`src/rtl/tpose_row_serialize.sv`:
```
// Row serializer behind the 8-lane IDCT transpose: joins one sample per lane,
// converts each to a saturated pixel, and streams the row out lane 0 first.
module tpose_row_serialize #(
    parameter int W_IN         = 16,
    parameter int W_OUT        = 8,
    parameter int SHIFT        = 0,
    parameter int LEVEL        = 128,
    parameter int ROWS_PER_BLK = 8
) (
    input  logic                   clock,
    input  logic                   reset,
    input  logic signed [W_IN-1:0] a0_d,
    input  logic                   a0_e,
    input  logic                   a0_v,
    output logic                   a0_b,
    input  logic signed [W_IN-1:0] a1_d,
    input  logic                   a1_e,
    input  logic                   a1_v,
    output logic                   a1_b,
    input  logic signed [W_IN-1:0] a2_d,
    input  logic                   a2_e,
    input  logic                   a2_v,
    output logic                   a2_b,
    input  logic signed [W_IN-1:0] a3_d,
    input  logic                   a3_e,
    input  logic                   a3_v,
    output logic                   a3_b,
    input  logic signed [W_IN-1:0] a4_d,
    input  logic                   a4_e,
    input  logic                   a4_v,
    output logic                   a4_b,
    input  logic signed [W_IN-1:0] a5_d,
    input  logic                   a5_e,
    input  logic                   a5_v,
    output logic                   a5_b,
    input  logic signed [W_IN-1:0] a6_d,
    input  logic                   a6_e,
    input  logic                   a6_v,
    output logic                   a6_b,
    input  logic signed [W_IN-1:0] a7_d,
    input  logic                   a7_e,
    input  logic                   a7_v,
    output logic                   a7_b,
    output logic [W_OUT-1:0]       o_d,
    output logic                   o_e,
    output logic                   o_v,
    input  logic                   o_b,
    output logic                   err,
    output logic [15:0]            blk_cnt
);

    localparam int RND = (SHIFT > 0) ? (1 << ((SHIFT > 0) ? SHIFT - 1 : 0)) : 0;
    localparam logic signed [W_IN+1:0] RND_E   = (W_IN+2)'(RND);
    localparam logic signed [W_IN+1:0] LEVEL_E = (W_IN+2)'(LEVEL);
    localparam logic signed [W_IN+1:0] MAX_E   = (W_IN+2)'((1 << W_OUT) - 1);
    localparam int RC_W = (ROWS_PER_BLK > 1) ? $clog2(ROWS_PER_BLK) : 1;
    localparam logic [RC_W-1:0] RC_LAST = RC_W'(ROWS_PER_BLK - 1);

    typedef enum logic [1:0] {COLLECT, EMIT, EOS, DONE} state_t;

    state_t            state_q, state_d;
    logic [2:0]        idx_q, idx_d;
    logic [RC_W-1:0]   row_cnt_q, row_cnt_d;
    logic [15:0]       blk_cnt_q, blk_cnt_d;
    logic              err_q, err_d;
    logic [W_OUT-1:0]  pix_q [8];
    logic [W_OUT-1:0]  pix_d [8];

    logic signed [W_IN-1:0] lane_d [8];
    logic [7:0]             lane_v, lane_e;
    logic                   rowready, eosready, mismatch;
    logic                   can_take, take, row_done, lane_b;

    // Round-half-up shift, level shift and clamp, all in W_IN+2 bits.
    function automatic logic [W_OUT-1:0] sat_pix(input logic signed [W_IN-1:0] x);
        logic signed [W_IN+1:0] xe;
        logic signed [W_IN+1:0] y;
        xe = {{2{x[W_IN-1]}}, x};
        y  = ((xe + RND_E) >>> SHIFT) + LEVEL_E;
        if (y[W_IN+1])
            return '0;
        else if (y > MAX_E)
            return '1;
        else
            return y[W_OUT-1:0];
    endfunction

    assign lane_d[0] = a0_d;
    assign lane_d[1] = a1_d;
    assign lane_d[2] = a2_d;
    assign lane_d[3] = a3_d;
    assign lane_d[4] = a4_d;
    assign lane_d[5] = a5_d;
    assign lane_d[6] = a6_d;
    assign lane_d[7] = a7_d;
    assign lane_v = {a7_v, a6_v, a5_v, a4_v, a3_v, a2_v, a1_v, a0_v};
    assign lane_e = {a7_e, a6_e, a5_e, a4_e, a3_e, a2_e, a1_e, a0_e};

    assign rowready = (&lane_v) & ~(|lane_e);
    assign eosready = (&lane_v) & (&lane_e);
    assign mismatch = (&lane_v) & (|lane_e) & ~(&lane_e);

    always_comb begin
        state_d   = state_q;
        idx_d     = idx_q;
        row_cnt_d = row_cnt_q;
        blk_cnt_d = blk_cnt_q;
        err_d     = err_q;
        for (int i = 0; i < 8; i++) pix_d[i] = pix_q[i];
        o_v       = 1'b0;
        o_e       = 1'b0;
        o_d       = '0;
        can_take  = 1'b0;
        take      = 1'b0;
        row_done  = 1'b0;

        case (state_q)
            COLLECT: can_take = 1'b1;
            EMIT: begin
                o_v = 1'b1;
                o_d = pix_q[idx_q];
                if (!o_b) begin
                    if (idx_q != 3'd7) begin
                        idx_d = idx_q + 3'd1;
                    end else begin
                        row_done = 1'b1;
                        can_take = 1'b1;
                        state_d  = COLLECT;
                        idx_d    = 3'd0;
                    end
                end
            end
            EOS: begin
                o_v = 1'b1;
                o_e = 1'b1;
                if (!o_b) state_d = DONE;
            end
            default: ;
        endcase

        if (row_done) begin
            if (row_cnt_q == RC_LAST) begin
                row_cnt_d = '0;
                blk_cnt_d = blk_cnt_q + 16'd1;
            end else begin
                row_cnt_d = row_cnt_q + 1'b1;
            end
        end

        // Once err is set nothing is ever consumed again until reset.
        if (can_take && !err_q) begin
            if (rowready) begin
                take    = 1'b1;
                state_d = EMIT;
                idx_d   = 3'd0;
                for (int i = 0; i < 8; i++) pix_d[i] = sat_pix(lane_d[i]);
            end else if (eosready) begin
                take    = 1'b1;
                state_d = EOS;
            end else if (mismatch) begin
                err_d = 1'b1;
            end
        end

        lane_b = ~(take & reset);
    end

    assign a0_b = lane_b;
    assign a1_b = lane_b;
    assign a2_b = lane_b;
    assign a3_b = lane_b;
    assign a4_b = lane_b;
    assign a5_b = lane_b;
    assign a6_b = lane_b;
    assign a7_b = lane_b;

    assign err     = err_q;
    assign blk_cnt = blk_cnt_q;

    always_ff @(posedge clock) begin
        if (!reset) begin
            state_q   <= COLLECT;
            idx_q     <= 3'd0;
            row_cnt_q <= '0;
            blk_cnt_q <= 16'd0;
            err_q     <= 1'b0;
        end else begin
            state_q   <= state_d;
            idx_q     <= idx_d;
            row_cnt_q <= row_cnt_d;
            blk_cnt_q <= blk_cnt_d;
            err_q     <= err_d;
        end
    end

    // Pixel storage is data only; it is only read while EMIT is active.
    always_ff @(posedge clock) begin
        for (int i = 0; i < 8; i++) pix_q[i] <= pix_d[i];
    end

endmodule

```
`config.mk`:
```
export PLATFORM = sky130hd
export DESIGN_NAME = tpose_row_serialize
export DESIGN_NICKNAME = d
export VERILOG_FILES = /design/src/rtl/tpose_row_serialize.sv
export SDC_FILE = /design/constraint.sdc
export NUM_CORES = 1
export LEC_CHECK = 0
export BUFFER_PORTS_ARGS = -buffer_cell sky130_fd_sc_hd__buf_2
export CORE_AREA = 2 2 113 115
export CTS_BUF_LIST = sky130_fd_sc_hd__clkbuf_4 sky130_fd_sc_hd__clkbuf_8
export DETAILED_ROUTE_END_ITERATION = 16
export DIE_AREA = 0 0 115 117
export HOLD_SLACK_MARGIN = 0.05
export PLACE_DENSITY_LB_ADDON = 0.12
export SLEW_MARGIN = 20
export SYNTH_ARGS = -nofsm -noshare
export SYNTH_HDL_FRONTEND = slang
export SYNTH_SLANG_ARGS = --single-unit
```
`constraint.sdc`:
```
create_clock -name clock -period 3.6 [get_ports clock]
set_clock_uncertainty 0.15 [all_clocks]
set_input_delay 0.36 -clock clock [delete_from_list [all_inputs] [get_ports clock]]
set_output_delay 0.36 -clock clock [all_outputs]
set_load 0.03 [all_outputs]
```
**Word level (Yosys, flattened, before mapping)**

Memory sizes are Yosys's and may differ from the RTL's. A register that Yosys moved wholly into a read port is not among the register bits.
Index checks and enable logic that the tools add are counted.

- Input bits: 147
- Memories: 1
- Bits in read-only memories: 0
- Logic and storage cells: 93
- Latch bits: 0
- Bits in registers: 25
- Memory bits (writable): 64
- Output and inout port bits: 35

- $mul: 0
- Reduce and logical (&&, ||, !) cells: 10
- $add $sub $neg: 11
- Multiplexer cells: 42
- Eq/ne operators: 6
- Order comparisons: 8
- Shift-type cells: 0
- Bitwise operators: 10
- Div/mod/pow operators: 0

Memories:

| name | words | bits a word | read ports | clocked after memory_dff | write ports | RTL line | RTL |
|---|---|---|---|---|---|---|---|
| pix_q | 8 | 8 | 1 | 1 | 8 | 66 | `logic [W_OUT-1:0] pix_q [8];` |

Operators by type and width:

| operator | number |
|---|---|
| $add 16x9->17 const B | 8 |
| $gt 17x9->1 const B | 8 |
| $mux 8 | 17 |
| $mux 64 | 2 |
| $mux 3 | 7 |
| $add 16x1->16 const B | 1 |
| $reduce_and 8->1 | 2 |
| $mux 2 | 6 |
| $mux 1 | 8 |
| $reduce_or 8->1 | 1 |
| $add 3x1->3 const B | 2 |
| $and 1x1->1 | 5 |
| $not 1->1 | 5 |
| $pmux 2 s2 | 1 |
| $reduce_and 2->1 | 2 |
| $reduce_and 4->1 | 1 |
| $eq 3x3->1 const B | 1 |
| $ne 3x3->1 const B | 1 |
| $eq 2x1->1 const B | 1 |
| $eq 2x2->1 const B | 1 |
| $logic_not 2->1 | 1 |
| $ne 2x2->1 const B | 1 |
| $pmux 1 s2 | 1 |
| $reduce_or 2->1 | 1 |
| other kinds (3) | 3 |

**Logic depth before layout (Yosys ltp)**

- Depth in word-level cells: 8
- Mapped depth: 8
- Depth with buffers taken out: 7

**Worst setup path after synthesis**

No wires, ideal clock.

- Kind: register to register
- From: reg idx_q[0]
- To: mem pix_q[0][0], enable pin
- Clock period less this slack: 3355 ps
- Setup slack: 245 ps
- Required time: 3032 ps
- Path buffers: 0
- Arrival: 2787 ps
- Stages on the path, launching flop included: 7
- Setup time: 418 ps
- Cell sequence: dfxtp_1 ha_1 ha_1 nand3b_1 a2111oi_0 nand2_1 inv_1

RTL lines:

| item | RTL line | RTL |
|---|---|---|
| start, declared | 62 | `logic [2:0] idx_q, idx_d;` |
| start signal, assigned | 189 | `idx_q <= idx_d;` |
| end, declared | 66 |  |

**Final worst setup path**

- From: reg state_q[1]
- To: out a4_b

- Longest elaborated chain between the ends: 6
- Elaborated cells between the ends (all ways): 7
- Those cells by class: eq/ne: 1; mux: 2; bitwise: 2; reduce/logical: 2

Ends and longest elaborated chain:

| item | RTL line | RTL |
|---|---|---|
| start, declared | 61 | `state_t state_q, state_d;` |
| start signal, assigned | 188 | `state_q <= state_d;` |
| $eq 2x1->1 / $logic_not 2->1 (equally long branches) | 117 | `case (state_q)` |
| $pmux 1 s2 (*) | 117 |  |
| $logic_and 1x1->1 (*) | 151 | `if (can_take && !err_q) begin` |
| $mux 1 (*) | 151 |  |
| $and 1x1->1 (*) | 165 | `lane_b = ~(take & reset);` |
| $not 1->1 (*) | 165 |  |
| end, declared | 31 | `output logic a4_b,` |

Mark *: on every way between the ends. The rest lies on a longest branch, timed or not.

==> results.toml <==
[cts]
cts_tree = "yes"
cts-resized-gates = 0
cts_setup_buffers = 0
clockRootBuffer = "clkbuf_8"
clock-sinks = 89
h-tree-depth = 3
clkLatencyLatePin_ps = 350
clk_pin_slew_ps = 80
cts_buffer_depth = 2
cts_hold_buf = 0
numCtsBuffers = 9

[timing]
fin_crit_ps = 3183
hold_viol = 0
fin_tns_setup_ps = 0
max-slew-margin-rel_pct = 38.49
fmaxAchievable_mhz = 314.1
maxSlewViolCount = 0
rsz0062_at_grt = "false"
fin_crit_sh_pct = 88.42
setup_viol = 0
worst_pin_slew_ps = 914.8

[pwr]
leakage_nw = 2.738
p_int_mw = 1.552
p_comb_share_pct = 13.0
switching_power_mw = 0.4788
seqPwrFrac_pct = 53.9
clkPwrFrac_pct = 33.1
p_per_area_nw_per_um2 = 292.1
p_sw_share_pct = 23.57
ir_worst_vdd_uv = 174.2

[floorplan]
rows = 41
initial_core_util_pct = 46.42
coreArea_um2 = 12310
die_h_um = 117
die_w_um = 115
ioPinCount = 182
dieArea_um2 = 13460

[final_layout]
final_util_pct = 56.47
antennaDiodeCount = 0
drive_gt1_share_pct = 30.46
multi_input_area_um2 = 3094
seqCellArea_um2 = 2422
area_growth_pct = 21.65
nets = 908
fillCellCount = 1112

[run]
max_cap_viol_count = 0

[place]
routabilityCongestion = 0.8109
io_buffer_count = 181
hpwl_um = 10630

[detailed_routing]
drc_errors = 0
drt_iter0_markers = 260
wl_um = 13450
post_drt_wl_per_cell_um = 15.08
firstDrtPassIters = 4
drt-vias-per-instance = 5.656
ant_nets = 0
vias = 5045

[synthesis]
synthCells = 558
synth_edf_count = 64
synthTopCellsByCount = "edfxtp_1, nand2_1, o21a_1, nor2_1, nand3_1"
async_flop_share_pct = 0
synth-seq-cells = 89
yosysSeqAreaShare_pct = 42.38
syn-num-nets = 729
yosys-top-cells-area = "edfxtp_1, dfxtp_1, mux4_2"
syn_avg_cell_area_um2 = 10.24
yosysTopAreaCellShare_pct = 33.63
synth_largest_area_cell = "edfxtp_1"
synth_area_um2 = 5715
synthFlopType = "edfxtp_1"
synth_cell_types = 67
yosysMostFrequentCell = "edfxtp_1"
yosys_warnings = 0

[worst_setup_path]
crit_path_end_kind = "output pin"
worstPathRequired_ps = 3090
cp.arrival_ps = 2670
rr_startpoint = "state_q[1]$_SDFF_PN0_"
path_class = "flip-flop to output pin"
r2r_cells = 7
worst-r2r-setup-slack_ps = 810
cp_max_fo = 13
reg2reg_to = "pix_q[1][2]$_SDFFCE_PN0P_"
setup.worst_path.start_class = "flip-flop"

[worst_hold_path]
whs_path_depth = 2
hp-class = "input port to flip-flop"
hp-start = "a4_d[2]"
min_to = "pix_q[4][2]$_SDFFCE_PN0P_"

[status]
status = "finished, final reports clean"

[grt]
grt_pass1_vias = 4630
grt_start_max_net_pins = 65
grt.overflow.total = 0
antenna_found_initial = 0
grt_pass1_wl_um = 21110
gr-usage-all-layers_pct = 19.91
[critical path: stages (launching register included)]
cell and delay, ps:
dfxtp_1 330, inv_1 100, ha_1 390, nand3b_1 240
a2111oi_0 570, nand2_1 230, nand2_1 100, nand2_1 130
buf_2 230
[metal layers]
| layer | share of wire (%) | global-route usage, % | up-vias |
|---|---|---|---|
| met5 | 0 | 0 | - |
| met4 | 0.84 | 5.703 | 0 |
| met3 | 5.4 | 3.502 | 11 |
| met2 | 49 | 34.90 | 149 |
| met1 | 44 | 25.48 | 2372 |
| li1 | - | - | 2513 |
[cell usage in the layout (no fill, tap or decap), types with 4 or more instances in the layout]
cell / Yosys / layout
and2_1: 12 / 12
and3_1: 6 / 6
nand2b_1: 4 / 4
nor3_1: 24 / 24
dfxtp_1: 25 / 25
nand4_1: 24 / 24
buf_2: 3 / 181
or4_1: 4 / 4
nor2b_1: 13 / 13
mux2i_1: 10 / 10
nor4_1: 7 / 7
nand2_1: 47 / 47
a31oi_1: 4 / 4
o31ai_1: 5 / 5
xnor2_1: 8 / 8
a21boi_0: 7 / 7
clkbuf_8: 0 / 9
o31a_1: 16 / 16
o21a_1: 44 / 44
mux4_2: 16 / 16
ha_1: 24 / 24
o21ai_0: 13 / 13
nor2_1: 31 / 31
or3_1: 7 / 7
nand3_1: 29 / 29
inv_1: 28 / 27
edfxtp_1: 64 / 64
xor2_1: 8 / 8
a21oi_1: 19 / 19
[state kept, by name, summed over array words and instances, names as in the netlist]
name       count
blk_cnt       16
err            1
idx_q          3
pix_q         64
row_cnt_q      3
state_q        2
[layout make-up]
class / instances / area share [%]
clock inverters: 5 / 0.8098
repair buffers: 185 / 13.64
well taps: 150 / 2.699
inverters: 28 / 1.512
multi-input cells: 424 / 44.50
clock buffers: 11 / 1.997
flip-flops and latches: 89 / 34.84
[power groups by stage]
stage | sequential (mW) | clock [mW] | combinational [mW]
after floorplan | 1.12 | 0 | 0.118
after global placement | 1.12 | 0 | 0.253
after detailed placement | 1.12 | 0 | 0.262
after CTS | 1.09 | 0.697 | 0.263
after global routing | 1.09 | 0.731 | 0.296
final | 1.09 | 0.673 | 0.263
[worst max-delay path by stage]
stage,from,end,slack [ps],depth (start not counted)
final,state_q[1]$_SDFF_PN0_,a4_b,420,8
after global routing,state_q[1]$_SDFF_PN0_,a0_b,40,8
after CTS,state_q[1]$_SDFF_PN0_,a4_b,330,8
after detailed placement,state_q[1]$_SDFF_PN0_,a4_b,740,8
after global placement,state_q[1]$_SDFF_PN0_,a3_b,850,8
after floorplan,idx_q[0]$_SDFF_PN0_,pix_q[0][0]$_SDFFCE_PN0P_,250,6
[through the flow]
stage                     worst slack (ps)  area [um2]  cells  hold slack [ps]  power [mW]
after global routing                 37.48        6953    892            146.0       2.122
after floorplan                      245.2        5715    558            297.2       1.237
after CTS                            331.3        6953    892            133.6       2.056
after detailed placement             739.1        6758    876            315.8       1.380
final                                416.8        6953    892            160.0       2.031
after global placement               849.2        6758    876            314.8       1.372
[logic make-up (layout without fill, tap and decap cells)]
kind of cell	count (synthesis)	count (layout)	share of synthesized area, %
XOR/XNOR	16	16	2.452
flip-flops	89	89	42.38
adder cells (fa/ha/maj)	24	24	5.254
multiplexers	27	27	8.253
AND/OR/NAND/NOR	221	221	20.56
AO/OA/AOI/OAI	136	136	17.62
buffers and inverters	45	229	3.481
No activity file was read; power rests on OpenSTA's default activity.
